===== src/rtl/i2s_slave_rx.sv =====
// Slave I2S receiver: oversampled sclk/ws/sd deserialized into a show-ahead FIFO.
// Define I2S_RX_SIGN_EXT_EN to sign-extend pushed words from bit N-1.
module i2s_slave_rx #(
    parameter int FIFO_DEPTH  = 8,
    parameter int SYNC_STAGES = 2
) (
    input  logic                               pclk,
    input  logic                               preset,
    input  logic                               sclk_i,
    input  logic                               ws_i,
    input  logic                               sd_i,
    input  logic                               rx_en,
    input  logic [1:0]                         standard,
    input  logic [1:0]                         frame_size,
    input  logic                               stereo,
    input  logic                               rd_en,
    input  logic                               ovr_clr,
    output logic [31:0]                        rd_data,
    output logic                               rd_ch,
    output logic                               empty,
    output logic                               full,
    output logic [$clog2(FIFO_DEPTH+1)-1:0]    level,
    output logic                               overrun,
    output logic                               frame_err
);
    localparam int AW = $clog2(FIFO_DEPTH);
    localparam int LW = $clog2(FIFO_DEPTH + 1);

    localparam logic [1:0] IDLE    = 2'd0;
    localparam logic [1:0] WAIT_WS = 2'd1;
    localparam logic [1:0] RECV    = 2'd2;

    logic [SYNC_STAGES-1:0] sclk_sy, ws_sy, sd_sy;
    logic                   sclk_d, ws_prev, wsr, cur_ch, st_l;
    logic [1:0]             state, std_l, fs_l;
    logic [5:0]             bitcnt, n_l, shamt;
    logic [31:0]            sr, mask, raw, word;
    logic                   sclk_s, ws_s, sd_s, se, lsb_l, wsr_nx;
    logic                   bnd, short_slot, push, do_push, do_pop;
    logic [32:0]            mem [FIFO_DEPTH];
    logic [32:0]            head;
    logic [AW-1:0]          wptr, rptr;
    logic [LW-1:0]          count;

    assign sclk_s = sclk_sy[SYNC_STAGES-1];
    assign ws_s   = ws_sy[SYNC_STAGES-1];
    assign sd_s   = sd_sy[SYNC_STAGES-1];
    assign se     = sclk_s & ~sclk_d;
    assign lsb_l  = (std_l == 2'd2);

    // Philips uses ws one bit late so the boundary lands on the MSB
    assign wsr_nx = (std_l == 2'd0) ? ws_prev : ws_s;
    assign bnd    = se && (wsr_nx != wsr);

    assign n_l        = {1'b0, fs_l, 3'b000} + 6'd8;
    assign short_slot = (bitcnt < n_l);
    assign shamt      = n_l - bitcnt;

    always_comb begin
        mask = 32'h0000_00ff;
        unique case (fs_l)
            2'd0:    mask = 32'h0000_00ff;
            2'd1:    mask = 32'h0000_ffff;
            2'd2:    mask = 32'h00ff_ffff;
            default: mask = 32'hffff_ffff;
        endcase
    end

    assign raw = (lsb_l || !short_slot) ? sr : (sr << shamt);

`ifdef I2S_RX_SIGN_EXT_EN
    logic sign;
    assign sign = |(raw & mask & ~(mask >> 1));
    assign word = (raw & mask) | ({32{sign}} & ~mask);
`else
    assign word = raw & mask;
`endif

    assign push = (state == RECV) && rx_en && bnd && (!cur_ch || st_l);

    always_ff @(posedge pclk or negedge preset) begin
        if (!preset) begin
            sclk_sy <= '0;
            ws_sy   <= '0;
            sd_sy   <= '0;
            sclk_d  <= 1'b0;
        end else begin
            sclk_sy <= {sclk_sy[SYNC_STAGES-2:0], sclk_i};
            ws_sy   <= {ws_sy[SYNC_STAGES-2:0], ws_i};
            sd_sy   <= {sd_sy[SYNC_STAGES-2:0], sd_i};
            sclk_d  <= sclk_s;
        end
    end

    always_ff @(posedge pclk or negedge preset) begin
        if (!preset) begin
            state <= IDLE;
        end else if (!rx_en) begin
            state <= IDLE;
        end else begin
            unique case (state)
                IDLE:    state <= WAIT_WS;
                WAIT_WS: if (bnd) state <= RECV;
                default: state <= RECV;
            endcase
        end
    end

    // Config is frozen per slot while receiving
    always_ff @(posedge pclk or negedge preset) begin
        if (!preset) begin
            std_l <= 2'd0;
            fs_l  <= 2'd0;
            st_l  <= 1'b0;
        end else if (state != RECV || bnd) begin
            std_l <= standard;
            fs_l  <= frame_size;
            st_l  <= stereo;
        end
    end

    always_ff @(posedge pclk or negedge preset) begin
        if (!preset) begin
            ws_prev <= 1'b0;
            wsr     <= 1'b0;
            cur_ch  <= 1'b0;
            bitcnt  <= 6'd0;
            sr      <= 32'd0;
        end else if (se) begin
            ws_prev <= ws_s;
            wsr     <= wsr_nx;
            if (bnd) begin
                cur_ch <= wsr_nx;
                bitcnt <= 6'd1;
                sr     <= {31'd0, sd_s};
            end else begin
                if (bitcnt != 6'd63) bitcnt <= bitcnt + 6'd1;
                if (lsb_l || short_slot) sr <= {sr[30:0], sd_s};
            end
        end
    end

    always_ff @(posedge pclk or negedge preset) begin
        if (!preset) frame_err <= 1'b0;
        else         frame_err <= push && short_slot;
    end

    assign empty   = (count == '0);
    assign full    = (count == LW'(FIFO_DEPTH));
    assign level   = count;
    assign do_pop  = rd_en && !empty;
    assign do_push = push && (!full || do_pop);
    assign head    = mem[rptr];
    assign rd_data = empty ? 32'd0 : head[31:0];
    assign rd_ch   = empty ? 1'b0 : head[32];

    always_ff @(posedge pclk) begin
        if (do_push) mem[wptr] <= {cur_ch, word};
    end

    always_ff @(posedge pclk or negedge preset) begin
        if (!preset) begin
            wptr    <= '0;
            rptr    <= '0;
            count   <= '0;
            overrun <= 1'b0;
        end else begin
            if (do_push) wptr <= wptr + AW'(1);
            if (do_pop)  rptr <= rptr + AW'(1);
            unique case ({do_push, do_pop})
                2'b10:   count <= count + LW'(1);
                2'b01:   count <= count - LW'(1);
                default: count <= count;
            endcase
            if (push && full && !do_pop) overrun <= 1'b1;
            else if (ovr_clr)            overrun <= 1'b0;
        end
    end
endmodule


===== config.mk =====
export PLATFORM = sky130hd
export DESIGN_NAME = i2s_slave_rx
export DESIGN_NICKNAME = d
export VERILOG_FILES = /design/src/rtl/i2s_slave_rx.sv
export SDC_FILE = /design/constraint.sdc
export NUM_CORES = 1
export LEC_CHECK = 0
export BUFFER_PORTS_ARGS = -buffer_cell sky130_fd_sc_hd__buf_2
export CAP_MARGIN = 10
export CORE_MARGIN = 3
export CORE_UTILIZATION = 40
export CTS_BUF_LIST = sky130_fd_sc_hd__clkbuf_4 sky130_fd_sc_hd__clkbuf_8 sky130_fd_sc_hd__clkbuf_16
export DETAILED_ROUTE_END_ITERATION = 12
export GPL_ROUTABILITY_DRIVEN = 1
export HOLD_SLACK_MARGIN = 0.12
export MAX_ROUTING_LAYER = met4
export PLACE_DENSITY = 0.66
export SETUP_SLACK_MARGIN = 0.05
export SYNTH_ARGS = -nofsm -noshare
export SYNTH_HDL_FRONTEND = slang
export SYNTH_SLANG_ARGS = --single-unit

===== constraint.sdc =====
create_clock -name pclk -period 7 [get_ports pclk]
set_input_delay 1.05 -clock pclk [delete_from_list [all_inputs] [get_ports pclk]]
set_output_delay 1.05 -clock pclk [all_outputs]
set_load 0.02 [all_outputs]

# After elaboration in Yosys (flattened, before gate mapping)
# Memory sizes are Yosys's and may differ from the RTL's.
# Cells that the tools add are included.
# op_classes
addsub	7
order_cmp	1
eq_ne	12
n_shift	1
mux	17
bitwise	3
reduce_logical	30
# op_table
operator	count
2-to-1 mux 32 bit	4
case mux 32 bit (3 select lines)	1
bitwise AND 32 bit	1
<< shifter 32 x 6 -> 32 bit	1
2-to-1 mux 6 bit	2
logical AND 1 bit	9
equality test 2 bit (second input constant)	4
case mux 4 bit (2 select lines)	1
nonzero test 2 bit	4
adder 3 x 1 -> 3 bit (second input constant)	2
adder 5 x 4 -> 6 bit (second input constant)	1
adder 6 x 1 -> 6 bit (second input constant)	1
equality test 2 x 1 -> 1 bit (second input constant)	3
zero test 2 bit	3
< comparator 6 bit	1
2-to-1 mux 1 bit	6
!= test 6 bit (second input constant)	1
AND reduction 2 bit	3
subtractor 6 bit	1
zero test 1 bit	5
logical OR 1 bit	5
adder 4 x 1 -> 4 bit (second input constant)	1
equality test 4 bit (second input constant)	1
zero test 4 bit	1
8 further kinds	9
# word_totals
regBits	67
ramBits	264
in_bits	13
mem_count	1
# mem_list
name	words	width	rd	rd_clocked_by_memory_dff	write_ports	line_no	rtl
mem	8	33	1	0	1	40	logic [32:0] mem [FIFO_DEPTH];

# Longest topological paths before layout
# depth
depth_word	9
depth_mapped	13
mapped_depth_nobuf	9

# Worst setup path before layout
# No wires, ideal clock.
# synth_timing
kind	input -> register
startpoint	input rx_en
endpoint	memory mem[0][0] (enable)
setup_time_ps	506
arrival_time_ps	4744
path_slack_ps	1751
cell_stages	4
cell_sequence	and3_1 and4_1 nand2_1 nor4_1
# synth_between
elab_chain_cells	6
# synth_rtl
item	line_no	rtl
start: declaration	12	input logic rx_en,
logical AND 1 bit (3 in series)	79	assign push = (state == RECV) && rx_en && bnd && (!cur_ch || st_l);
logical AND 1 bit	152	assign do_push = push && (!full || do_pop);
2-to-1 mux 1 bit	158	if (do_push) mem[wptr] <= {cur_ch, word};
2-to-1 mux 1 bit (not written as such)	158	
end: declaration	40	
# Every way passes these cells.

# Worst setup path after layout
# layout_timing
startpoint	register bitcnt[0]
endpoint	memory mem[7][27] (data pin)
# layout_between
elab_chain_cells	5
word_cells_on_any_way	7
# layout_rtl
item	line_no	rtl
start: declaration	36	logic [5:0] bitcnt, n_l, shamt;
start signal: assignment	137	if (bitcnt != 6'd63) bitcnt <= bitcnt + 6'd1;
parallel branches: the longest is 3 deep, another holds subtractor 6 bit	--	
2-to-1 mux 32 bit *	69	assign raw = (lsb_l || !short_slot) ? sr : (sr << shamt);
bitwise AND 32 bit *	76	assign word = raw & mask;
named net word[27]	37	logic [31:0] sr, mask, raw, word;
# Mark *: on every way through the listed nets, which the timed path passes.

==> metrics <==
Flop pwr share 37.0%; Sw Share 34.1%; max_cap viols 0; Root Driver clkbuf_16; Int Pwr 4.20 mW; Clk Latency, worst-skew pair 520 ps; via count 8953; Fin. Hold Viols 0; Die X 201 µm; Cell Area, Synth 15200 µm²; sequential share of the synthesized area 63.1%; Combinational Power Share 33.1%; Worst Setup EP mem[7][27]$_DFFE_PP_; core box area 37000 µm²; met3 Track Usage GR 3.15%; R2R cell count 9; post-synthesis compound-gate area fraction under 10%; f_max 0.227 GHz; clock buffer depth 3; mean area per synthesized cell roughly 15 µm²; arrival time worst endpoint 4610 ps; clock-pin slew on the worst setup and hold paths 60 ps; Slew Viols, Final 0; hold_buf cts 0; Crit path required time 7200 ps; cell count after synthesis 1020; largest cells by area after synthesis edfxtp_1, mux4_2, dfrtp_1; Max VDD drop 0.251 mV; worst-path maximum fanout 44; # port buffers 53; GP Congestion 0.911; fraction of synthesized area in multiplexers 19.2%; clock power share 29.9%; Starting Density 41.1%; synth warn 0; hold slack 347 ps; final setup vio count 0; setup TNS 0 ps; status finished, final reports clean; Slew HR around 25%; worst path cell trace buf_4 > inv_2 > ha_2 > mux2_2 > mux2i_1 > mux4_2 > nor2_1 > a21oi_1 > o21ai_0; worst r2r src bitcnt[0]$_DFFE_PN0P_; Worst-Margin Slew around 1100 ps; Final HPWL DP 21.0 mm; largest family of logic cells by synthesized area multiplexers; leading area contributor after synthesis edfxtp_1; grt peak-use layer met2; post-DR wirelength/cell about 22 µm; top post-synthesis cells by count edfxtp_1, nand2_1, mux4_2, nor2_1, dfrtp_1; CP max-delay cell ha_2; Site Rows 70; Routed Antenna Nets 0; Die ar. 40400 µm²; layout cells sized above 1 about 25%; leakage power roughly 6 nW; Net Count, Synth 1044; GR Util met1 24.8%; CTS buffer count 36; clk sinks 331; DRC violations left 0; R2R setup slack 2600 ps; CP peak stage delay ~1100 ps; # diodes 0; global route total overflow 0; worst reg2reg endpoint mem[7][27]$_DFFE_PP_; XOR/XNOR share of the synthesized area 0.806%; Worst Path Class, Setup flip-flop to flip-flop; Post-Synth Simple-Gate Area slightly below 9%; Worst setup SP type flip-flop; Routed WL 34.5 mm; Synth Flop Type edfxtp_1; vias per cell 5.60; EDFF count, synth roughly 260; most frequent cell after synthesis edfxtp_1; Nets around 1100; vias in the first global route 9048; post-CTS setup buffer count 0; GRT Total Usage 17.6%; Yosys cell types 61; setup ws final 2600 ps; Die Span Y between 200 and 250 µm; H-tree depth 2; first-pass GRT wire length ~54 mm; Layout Skew 10.1 ps; pre-CTS setup slack 2640 ps; Min Clock Period, post-route 4400 ps; initial antenna violation count 0; GR Util met2 26.6%; CTS tree yes; RSZ-0062 raised after global routing false; Pre-antenna DRT Iters 5; Worst Setup End Kind flip-flop; Critical Path Source bitcnt[0]$_DFFE_PN0P_; Synth Area in Adders 0.904%; largest net degree at the start of global routing 68; post-synthesis sequential element count 331; Final period util 62.9%; switching pwr 2.18 mW; post_cts resized 0; Synth top area share 52.1%; Ports 54; Area growth syn-to-layout 13.5%; Async S/R FF share, synth 20.2%; P per Cell Area 369 nW/µm²; worst hold path class flip-flop to flip-flop; drt initial violations 998
worst min path at each step:
stage	startpoint	to	cells after the start	slack (ps)
3_5_place_dp	ws_sy[0]$_DFF_PN0_	ws_sy[1]$_DFF_PN0_	0	340
4_1_cts	ws_sy[0]$_DFF_PN0_	ws_sy[1]$_DFF_PN0_	0	350
3_3_place_gp	sclk_sy[0]$_DFF_PN0_	sclk_sy[1]$_DFF_PN0_	0	340
2_1_floorplan	sclk_sy[0]$_DFF_PN0_	sclk_sy[1]$_DFF_PN0_	0	330
6_report	ws_sy[0]$_DFF_PN0_	ws_sy[1]$_DFF_PN0_	0	350
5_1_grt	sclk_sy[0]$_DFF_PN0_	sclk_sy[1]$_DFF_PN0_	0	350
stage by stage:
stage	utilization (%)	area [µm²]	power, mW	instances
after CTS	46.6	17300	6.45	1599
after floorplan	-	15200	3.98	1020
after global placement	43.4	16100	4.52	1533
final	46.6	17300	6.37	1599
after global routing	46.6	17300	6.69	1599
after detailed placement	43.4	16100	4.53	1533
cells in the final DEF (no fill, tap or decap), types with 6 or more instances in the layout:
master       n
nand2b_1     9
edfxtp_1   264
mux2i_1     65
clkbuf_16   36
buf_2       52
dfrtp_1     63
a21oi_1     27
nand3_1     45
nor2b_1      6
a22oi_1      8
and3_1       6
inv_1       15
ha_1        10
xnor2_1      8
o211ai_1     9
buf_4       21
nor2_1      74
mux4_2      89
mux2_2      23
o21ai_0     22
nor3_1       6
clkinv_2     7
clkinv_1     7
nand2_1    124
worst max-delay path, delay by kind of cell (launching register included):
family	cells	cell delay, ps
AO/OA/AOI/OAI	2	760
adder cells (fa/ha/maj)	1	1120
buffers and inverters	2	800
flip-flops	1	330
multiplexers	3	910
AND/OR/NAND/NOR	1	120
metal layers:
layer	share of wire (%)	vias up
met5	0	-
met4	2.5	0
met3	6.0	67
met2	47	278
met1	44	4582
li1	-	4026
kinds of logic after synthesis:
family | count (synthesis)
AND/OR/NAND/NOR | 299
adder cells (fa/ha/maj) | 11
multiplexers | 178
XOR/XNOR | 14
buffers and inverters | 80
flip-flops | 331
AO/OA/AOI/OAI | 107
area by class of cell:
cell class	count	area (µm²)
fill	3217	19800
sequential	331	9610
multi-input combinational	609	5350
clock buffer	43	966
tap	504	631
timing repair buffer	73	418
clock inverter	23	244
inverter	16	60.1
flip-flops by register name, summed over array words and instances (netlist names):
name and flops:
bitcnt 6, cur_ch 1, frame_err 1, fs_l 2, level 4, mem 264
overrun 1, rptr 3, sclk_d 1, sclk_sy 2, sd_sy 2, sr 32
st_l 1, state 2, std_l 2, wptr 3, ws_prev 1, ws_sy 2
wsr 1
power by group through the flow:
stage	logic, mW	clock network, mW	registers, mW
finish	2.11	1.91	2.36
global placement	2.11	0	2.41
CTS	2.12	1.96	2.37
global route	2.27	2.03	2.39
detailed placement	2.12	0	2.41
floorplan	1.72	0	2.26
No activity file was read; power rests on OpenSTA's default activity.
